<file path="config.mk">
export PLATFORM = sky130hd
export DESIGN_NAME = vm_dot_acc_flat
export DESIGN_NICKNAME = d
export VERILOG_FILES = /design/src/rtl/vm_pkg.sv /design/src/rtl/vm_dot_acc_if.sv /design/src/rtl/vm_prod_stage.sv /design/src/rtl/vm_vedic4x4.sv /design/src/rtl/vm_dot_acc.sv /design/src/flat_wrapper.sv
export SDC_FILE = /design/constraint.sdc
export NUM_CORES = 1
export LEC_CHECK = 0
export CORE_UTILIZATION = 55
export CTS_CLUSTER_SIZE = 16
export DETAILED_ROUTE_END_ITERATION = 16
export GPL_ROUTABILITY_DRIVEN = 0
export GPL_TIMING_DRIVEN = 0
export PLACE_DENSITY = 0.76
export SLEW_MARGIN = 5
export SYNTH_ARGS = -nofsm -noshare
export SYNTH_HDL_FRONTEND = slang
export SYNTH_SLANG_ARGS = --single-unit
</file>
<file path="constraint.sdc">
create_clock -name clk -period 2.25 [get_ports clk]
set_input_delay 0.45 -clock clk [delete_from_list [all_inputs] [get_ports clk]]
set_output_delay 0.45 -clock clk [all_outputs]
set_load 0.02 [all_outputs]
</file>
<file path="src/rtl/vm_pkg.sv">
// Shared types and constants for the Vedic multiply-accumulate datapath.
// Holds the accumulator FSM state encoding, operand/product widths and
// the helper that sizes the beat counter from the vector length.
package vm_pkg;

    typedef enum logic [1:0] {
        ACCUM = 2'd0,
        DRAIN = 2'd1,
        HOLD  = 2'd2
    } state_t;

    localparam int OPND_W = 4;
    localparam int PROD_W = 8;

    // Counter width for a 0..len-1 counter; a one-product vector still
    // needs a one-bit register so the counter never collapses to zero width.
    function automatic int cnt_width(input int len);
        return (len <= 1) ? 1 : $clog2(len);
    endfunction

endpackage

</file>
<file path="src/rtl/vm_dot_acc_if.sv">
// Operand input stream and result output stream of the dot-product
// accumulator. master = producer/consumer side, slave = accumulator side.
interface vm_dot_acc_if
    import vm_pkg::*;
#(
    parameter int ACC_W = 16
) ();

    logic              in_valid;
    logic              in_ready;
    logic [OPND_W-1:0] in_a;
    logic [OPND_W-1:0] in_b;
    logic              out_valid;
    logic              out_ready;
    logic [ACC_W-1:0]  out_sum;
    logic              out_ovf;

    modport master (
        output in_valid, in_a, in_b, out_ready,
        input  in_ready, out_valid, out_sum, out_ovf
    );

    modport slave (
        input  in_valid, in_a, in_b, out_ready,
        output in_ready, out_valid, out_sum, out_ovf
    );

endinterface

</file>
<file path="src/rtl/vm_prod_stage.sv">
// Product register stage: multiplies the accepted operand pair with the
// Vedic multiplier and registers the product together with a one-cycle
// valid so the accumulator adds it on the following edge.
module vm_prod_stage
    import vm_pkg::*;
(
    input  logic              clk,
    input  logic              rst,
    input  logic              beat,
    input  logic [OPND_W-1:0] a,
    input  logic [OPND_W-1:0] b,
    output logic [PROD_W-1:0] p_q,
    output logic              p_vld
);

    logic [PROD_W-1:0] prod;

    vm_vedic4x4 u_mul (
        .a (a),
        .b (b),
        .p (prod)
    );

    // Capture the product only on an accepted beat; valid pulses for one cycle.
    always_ff @(posedge clk or posedge rst) begin
        if (rst) begin
            p_q   <= '0;
            p_vld <= 1'b0;
        end else begin
            p_vld <= beat;
            if (beat) begin
                p_q <= prod;
            end
        end
    end

endmodule

</file>
<file path="src/rtl/vm_vedic4x4.sv">
// Combinational 4x4 unsigned Vedic (Urdhva-Tiryagbhyam) multiplier.
// Built from four 2x2 vertical-and-crosswise partial products that are
// shifted into place and summed.
module vm_vedic4x4
    import vm_pkg::*;
(
    input  logic [OPND_W-1:0] a,
    input  logic [OPND_W-1:0] b,
    output logic [PROD_W-1:0] p
);

    // 2x2 Vedic cell: AND terms plus two half adders.
    function automatic logic [3:0] vedic2x2(input logic [1:0] x, input logic [1:0] y);
        logic t1, t2, c1, t3;
        t1 = x[1] & y[0];
        t2 = x[0] & y[1];
        c1 = t1 & t2;
        t3 = x[1] & y[1];
        return {t3 & c1, t3 ^ c1, t1 ^ t2, x[0] & y[0]};
    endfunction

    logic [3:0] pp_ll;
    logic [3:0] pp_hl;
    logic [3:0] pp_lh;
    logic [3:0] pp_hh;

    // Form the four crosswise partial products and align them into the product.
    always_comb begin
        pp_ll = vedic2x2(a[1:0], b[1:0]);
        pp_hl = vedic2x2(a[3:2], b[1:0]);
        pp_lh = vedic2x2(a[1:0], b[3:2]);
        pp_hh = vedic2x2(a[3:2], b[3:2]);
        p = {4'b0000, pp_ll}
          + {2'b00, pp_hl, 2'b00}
          + {2'b00, pp_lh, 2'b00}
          + {pp_hh, 4'b0000};
    end

endmodule

</file>
<file path="src/rtl/vm_dot_acc.sv">
// Streaming dot-product accumulator (multiply-accumulate over LEN beats).
// Accepts one 4-bit operand pair per beat, sums LEN products and holds the
// result on the output stream until it is taken.
// Optional build macro VM_DOT_SAT_EN: when defined the accumulator
// saturates at all-ones instead of wrapping; out_ovf flags either event.
module vm_dot_acc
    import vm_pkg::*;
#(
    parameter int LEN   = 4,
    parameter int ACC_W = 16
) (
    input  logic         clk,
    input  logic         rst,
    vm_dot_acc_if.slave  bus
);

    localparam int                CNT_W    = cnt_width(LEN);
    localparam logic [CNT_W-1:0]  CNT_LAST = CNT_W'(LEN - 1);

    state_t             state;
    state_t             state_nx;
    logic [CNT_W-1:0]   cnt;
    logic [ACC_W-1:0]   acc;
    logic [ACC_W-1:0]   acc_nx;
    logic [ACC_W:0]     sum_w;
    logic               carry;
    logic               ovf;
    logic               beat;
    logic               done;
    logic [PROD_W-1:0]  p_q;
    logic               p_vld;

    // Ready and valid decode from registered state only.
    assign bus.in_ready  = (state == ACCUM);
    assign bus.out_valid = (state == HOLD);
    assign bus.out_sum   = acc;
    assign bus.out_ovf   = ovf;

    assign beat = bus.in_valid && bus.in_ready;
    assign done = (state == HOLD) && bus.out_ready;

    vm_prod_stage u_prod (
        .clk   (clk),
        .rst   (rst),
        .beat  (beat),
        .a     (bus.in_a),
        .b     (bus.in_b),
        .p_q   (p_q),
        .p_vld (p_vld)
    );

    // FSM state register.
    always_ff @(posedge clk or posedge rst) begin
        if (rst) begin
            state <= ACCUM;
        end else begin
            state <= state_nx;
        end
    end

    // Next state: the last beat drains one cycle, then the result is held until taken.
    always_comb begin
        state_nx = state;
        case (state)
            ACCUM:   if (beat && (cnt == CNT_LAST)) state_nx = DRAIN;
            DRAIN:   state_nx = HOLD;
            HOLD:    if (bus.out_ready) state_nx = ACCUM;
            default: state_nx = ACCUM;
        endcase
    end

    // Beat counter wraps on the last beat of a vector and clears when the result is taken.
    always_ff @(posedge clk or posedge rst) begin
        if (rst) begin
            cnt <= '0;
        end else if (done) begin
            cnt <= '0;
        end else if (beat) begin
            cnt <= (cnt == CNT_LAST) ? '0 : cnt + 1'b1;
        end
    end

    // Widened add exposes the carry out of the accumulator's top bit.
    always_comb begin
        sum_w = {1'b0, acc} + (ACC_W + 1)'(p_q);
        carry = sum_w[ACC_W];
`ifdef VM_DOT_SAT_EN
        acc_nx = carry ? {ACC_W{1'b1}} : sum_w[ACC_W-1:0];
`else
        acc_nx = sum_w[ACC_W-1:0];
`endif
    end

    // Accumulator and sticky overflow flag, cleared when the result is taken.
    always_ff @(posedge clk or posedge rst) begin
        if (rst) begin
            acc <= '0;
            ovf <= 1'b0;
        end else if (done) begin
            acc <= '0;
            ovf <= 1'b0;
        end else if (p_vld) begin
            acc <= acc_nx;
            ovf <= ovf | carry;
        end
    end

endmodule

</file>
<file path="src/flat_wrapper.sv">
// flat-port wrapper written by rule: the top's interface ports become plain ports
module vm_dot_acc_flat import vm_pkg::*;
#(
    parameter int LEN   = 4,
    parameter int ACC_W = 16
)
  (clk, rst, bus_in_valid, bus_in_a, bus_in_b, bus_out_ready, bus_in_ready, bus_out_valid, bus_out_sum, bus_out_ovf);
  vm_dot_acc_if #(.ACC_W(ACC_W)) bus_i ();
  input  logic clk;
  input  logic rst;
  input wire logic [$bits(bus_i.in_valid)-1:0] bus_in_valid;
  input wire logic [$bits(bus_i.in_a)-1:0] bus_in_a;
  input wire logic [$bits(bus_i.in_b)-1:0] bus_in_b;
  input wire logic [$bits(bus_i.out_ready)-1:0] bus_out_ready;
  output wire logic [$bits(bus_i.in_ready)-1:0] bus_in_ready;
  output wire logic [$bits(bus_i.out_valid)-1:0] bus_out_valid;
  output wire logic [$bits(bus_i.out_sum)-1:0] bus_out_sum;
  output wire logic [$bits(bus_i.out_ovf)-1:0] bus_out_ovf;
  assign bus_i.in_valid = bus_in_valid;
  assign bus_i.in_a = bus_in_a;
  assign bus_i.in_b = bus_in_b;
  assign bus_i.out_ready = bus_out_ready;
  assign bus_in_ready = bus_i.in_ready;
  assign bus_out_valid = bus_i.out_valid;
  assign bus_out_sum = bus_i.out_sum;
  assign bus_out_ovf = bus_i.out_ovf;
  vm_dot_acc #(.LEN(LEN), .ACC_W(ACC_W)) u_core (.clk(clk), .rst(rst), .bus(bus_i));
endmodule
</file>
# After elaboration in Yosys (flattened, before gate mapping)
# Cells that the tools add are included.
[totals]
n_memories = 0
ramBits = 0
latch_bits = 0
rom_bits = 0
regBits = 30
[classes]
n_div = 0
n_shift = 0
n_mux = 10
magnitude_cmp = 0
multipliers = 0
eq_ne = 5
bitwise = 33
add_sub_neg = 5
n_reduce_logical = 7
[op_table]
columns = ["operator", "n"]
rows = [
  ["$mux 16", 2],
  ["$and 1x1->1", 24],
  ["$add 16x8->17", 1],
  ["$mux 2", 5],
  ["$add 8x6->8", 1],
  ["$add 8x8->8", 1],
  ["$xor 1x1->1", 8],
  ["$add 4x6->7", 1],
  ["$pmux 2 s3", 1],
  ["$eq 2x2->1 const B", 2],
  ["$ne 2x2->1 const B", 2],
  ["$reduce_bool 2->1", 2],
  ["$logic_and 1x1->1", 3],
  ["$add 2x1->2 const B", 1],
  ["$eq 2x1->1 const B", 1],
  ["$logic_not 2->1", 1],
  ["$mux 1", 2],
  ["$reduce_and 2->1", 1],
  ["$or 1x1->1", 1],
]

# Depth between registers and ports, before layout
[depth]
depth_word = 6
ltp_mapped = 14

# Cells and area by module
# From an unflattened synthesis, not the netlist that was laid out.
[unflattened]
cells_unflattened = 212
area_unflattened_um2 = 2158.3
[modules_own_cells]
columns = ["module", "area_per_inst_um2", "seq_area_each_um2", "instances", "cells_each"]
rows = [
  ["vm_dot_acc", 1325.0, 525.5, 1, 135],
  ["vm_vedic4x4", 473.0, 0.0, 1, 58],
  ["vm_prod_stage", 360.3, 225.2, 1, 19],
]

# Least setup slack after synthesis
# No wires, ideal clock.
[synth_path]
path_kind = "input -> register"
from = "input bus_in_a[1]"
to = "register u_core.u_prod.p_q[7]"
path_slack_ns = -1.170
path_buffers = 0
setup_time_ns = 0.128
t_arrival_ns = 3.292
path_stages = 13
cell_sequence = "and2_1 ha_1 ha_1 ha_1 inv_1 fa_1 xnor2_1 fa_1 fa_1 a21o_1 a21oi_1 xnor2_1 o21ai_0"
[synth_between]
elab_chain_cells = 6
[synth_lines]
columns = ["element", "line_no", "rtl"]
rows = [
  ["start, declared", "flat_wrapper.sv:12", "input wire logic [$bits(bus_i.in_a)-1:0] bus_in_a;"],
  ["$and 1x1->1", "vm_vedic4x4.sv:15", "t1 = x[1] & y[0];"],
  ["$and 1x1->1", "vm_vedic4x4.sv:17", "c1 = t1 & t2;"],
  ["$xor 1x1->1 or $and 1x1->1 (tied branches)", "vm_vedic4x4.sv:19", "return {t3 & c1, t3 ^ c1, t1 ^ t2, x[0] & y[0]};"],
  ["$add 4x6->7", "vm_vedic4x4.sv:34", "+ {2'b00, pp_hl, 2'b00}"],
  ["$add 8x6->8 *", "vm_vedic4x4.sv:35", "+ {2'b00, pp_lh, 2'b00}"],
  ["$add 8x8->8 *", "vm_vedic4x4.sv:36", "+ {pp_hh, 4'b0000};"],
  ["end signal, assigned", "vm_prod_stage.sv:32", "p_q <= prod;"],
  ["end, declared", "vm_prod_stage.sv:12", "output logic [PROD_W-1:0] p_q,"],
]
# Mark *: on every way between the ends. The rest lies on a longest branch, timed or not.
# A chain may end at the register's enable or synchronous reset.

# Worst setup path after layout
[layout_path]
from = "input bus_in_b[0]"
to = "register u_core.u_prod.p_q[7]"
[layout_between]
elab_chain_cells = 6
[layout_lines]
columns = ["element", "line_no", "rtl"]
rows = [
  ["start, declared", "flat_wrapper.sv:13", "input wire logic [$bits(bus_i.in_b)-1:0] bus_in_b;"],
  ["$and 1x1->1", "vm_vedic4x4.sv:15", ""],
  ["$and 1x1->1", "vm_vedic4x4.sv:17", ""],
  ["$xor 1x1->1 or $and 1x1->1 (tied branches)", "vm_vedic4x4.sv:19", ""],
  ["$add 4x6->7 *", "vm_vedic4x4.sv:34", ""],
  ["$add 8x6->8 *", "vm_vedic4x4.sv:35", ""],
  ["$add 8x8->8 *", "vm_vedic4x4.sv:36", ""],
]
# Marks and branches as above.

==> flow_summary.toml <==
[grt]
grt_start_max_net_pins = 31
grt_pass1_vias = 1533
grt_antenna_before_repair = 0
grt_pass1_wl_mm = 7.22
overflow = 0
grt_use_total = 0.226

[power]
power.density_nw_per_um2 = 1180
p_leak_nw = 1.33
p_int_mw = 2.03
vdd_drop_max_uv = 923
p_clk_frac = 0.201
switching_share = 0.393
combPwrFrac = 0.521
p_sw_mw = 1.32
p_seq_frac = 0.278

[sta]
min_period_ns = 2.99
setup_slack_ns = -0.741
max-slew-margin-rel = 0.293
rsz0062_at_grt = "true"
setup_violations = 4
period_share = 1.33
worst_pin_slew_ns = 1.05
max_freq_ghz = 0.334
fin_skew_ns = 0.00465
report.final.slew_viol_count = 0
finalSetupTns_ns = -2.60
final_hold_viol_count = 0

[detailed_routing]
via_per_inst = 5.31
dr_total_vias = 1705
firstDrtPassIters = 4
route.detailed.drc = 0
routed_wl_mm = 4.28
postRouteAntennaNets = 0
drt_iter0_drc = 99
wl_per_cell_um = 13.3

[synth]
yosysSeqAreaShare = 0.347
synth_cells = 230
synthArstFlopShare = 1.00
synth-seq-cells = 30
yosysWarnings = 0
syn-num-nets = 272
syn_area_um2 = 2160
synth-edff-count = 0
avgSynthCellArea_um2 = 9.39
synth_cell_types = 40
ys.flop_type = "dfrtp_1"

[placed_design]
dp_hpwl_mm = 3.19
dp_slack_ns = -1.45
port_buffers = 30
dp.cells = 308

[cts]
ctsHoldBuffers = 0
cts_max_path_buffers = 2
cts_buffers = 5
ctsHtreeMaxLevel = 2
clock-sinks = 30
cts_root_buf = "clkbuf_8"
clkLatencyLatePin_ns = 0.28
cts_tree = "yes"
clk_pin_slew_worst_paths_ns = 0.06

[final_layout]
regArea_um2 = 751
area_delta_synth_final_pct = 31.8
num_antenna_cells = 0
final_common_cell = "nand2_1"
fin_nets = 314
num-fill-cells = 279
post_route_cells_drive_above_1_share = 0.183
final_cell_mix = "31 x nand2_1, 30 x dfrtp_1, 24 x clkdlybuf4s50_1, 16 x nor2_1, 16 x ha_1"
fin_cells = 321
post-route-util = 0.766
multi_input_area_um2 = 1460

[min_path]
hp-class = "flop to flop"

[setup_path]
cp_top_family = "adder cells"
max_stage_delay_ns = 0.48
crit_required_ns = 2.42
cp-start-kind = "input port"
path_max_fanout = 2
cp-end-kind = "flop"
crit_arrival_ns = 3.16
worstPathCellList = "buf_6 > and2_4 > ha_4 > ha_4 > ha_4 > inv_2 > fa_2 > xnor2_2 > fa_1 > fa_2 > a21o_1 > a21oi_2 > xnor2_1 > o21ai_1"
slowest_stage = "fa_1"
crit_type = "input port to flop"
critPathBufInv = 2
cpMostUsedCell = "ha_4"

[floorplanning]
die_area_um2 = 4180
coreArea_um2 = 3720
initial_core_util = 0.581
die_h_um = 64.7
die_w_um = 64.7
row_count = 22
io_pins = 31

[status]
outcome = "finished, violations left"
failed_checks = "setup timing"

[run]
maxCapViolCount = 0
## final cells by class
class | instances | share of cell area
multi-input cells | 179 | 0.514
repair buffers | 35 | 0.122
clock buffers | 6 | 0.0290
flip-flops and latches | 30 | 0.264
clock inverters | 2 | 0.0211
well taps | 48 | 0.0211
plain buffers | 4 | 0.00659
inverters | 17 | 0.0224
## power by group through the flow
stage | sequential [mW] | clock [mW] | combinational, mW
floorplan | 1.04 | 0 | 1.07
global placement | 0.938 | 0 | 1.68
detailed placement | 0.937 | 0 | 1.70
CTS | 0.932 | 0.686 | 1.74
global route | 0.957 | 0.709 | 1.95
finish | 0.932 | 0.672 | 1.74
## stage by stage
stage                     power, mW  hold WS [ns]  cell area (um^2)
after floorplan                2.12         0.440              2250
after global placement         2.62         0.469              2610
after detailed placement       2.64         0.476              2610
after CTS                      3.36         0.483              2800
after global routing           3.62         0.507              2850
final                          3.35         0.476              2850
## cells by family (layout without fill, tap and decap cells)
group | after synthesis | after routing | synth area share
DFF | 30 | 30 | 0.347
muxes | 2 | 2 | 0.00926
adders and majority gates | 30 | 30 | 0.195
and+or+nand+nor | 88 | 88 | 0.209
xor gates and xnor gates | 13 | 13 | 0.0527
AOI/OAI and AO/OA | 46 | 46 | 0.149
buffers and inverters | 21 | 64 | 0.0382
## path summary, 6_finish.rpt
check | from | end | slack (ns) | cells after the start
worst min register to register | u_core.state[1] | u_core.state[1] | 0.48 | 1
worst max-delay path | bus_in_b[0] | u_core.u_prod.p_q[7] | -0.74 | 14
worst max register to register | u_core.bus.out_sum[0] | u_core.bus.out_ovf | 0.32 | 8
min in group asynchronous | rst | u_core.bus.out_sum[11] | 0.61 | 2
worst min-delay path | u_core.state[1] | u_core.state[1] | 0.48 | 1
max in group asynchronous | rst | u_core.bus.out_sum[8] | 1.15 | 2
## Yosys cell counts (3+ instances only)
master	instances	area (um^2)
xnor2_1	11	96.3
a31o_1	3	26.3
fa_1	6	120
ha_1	24	300
nand3_1	4	20.0
nand2_1	31	116
nor2b_1	3	18.8
o21ai_0	10	50.1
inv_1	16	60.1
buf_2	3	15.0
and2_1	15	93.8
nor2_1	16	60.1
a21o_1	5	37.5
dfrtp_1	30	751
a31oi_1	4	25.0
and3_1	4	25.0
a21oi_1	14	70.1
## sequential cells by signal, indices dropped and copies added, names as in the netlist
| signal | cells |
|---|---|
| u_core.u_prod.p_q | 8 |
| u_core.u_prod.p_vld | 1 |
| u_core.bus.out_ovf | 1 |
| u_core.bus.out_sum | 16 |
| u_core.state | 2 |
| u_core.cnt | 2 |
## per-layer routing
| layer | global-route usage | vias to the layer above | wire (um) |
|---|---|---|---|
| met5 | 0 | - | 0 |
| met4 | 0.0583 | 0 | 27 |
| met3 | 0.0475 | 4 | 119 |
| met2 | 0.343 | 29 | 1930 |
| met1 | 0.327 | 798 | 2200 |
| li1 | - | 874 | - |
## repair_timing
action,in CTS,in global routing
buffers inserted,3,2
cloned,0,0
endpoints found under the setup margin,5,4
gates resized for setup,26,5
pin swaps,14,13
Note: power is estimated with default switching activity, not from simulation.
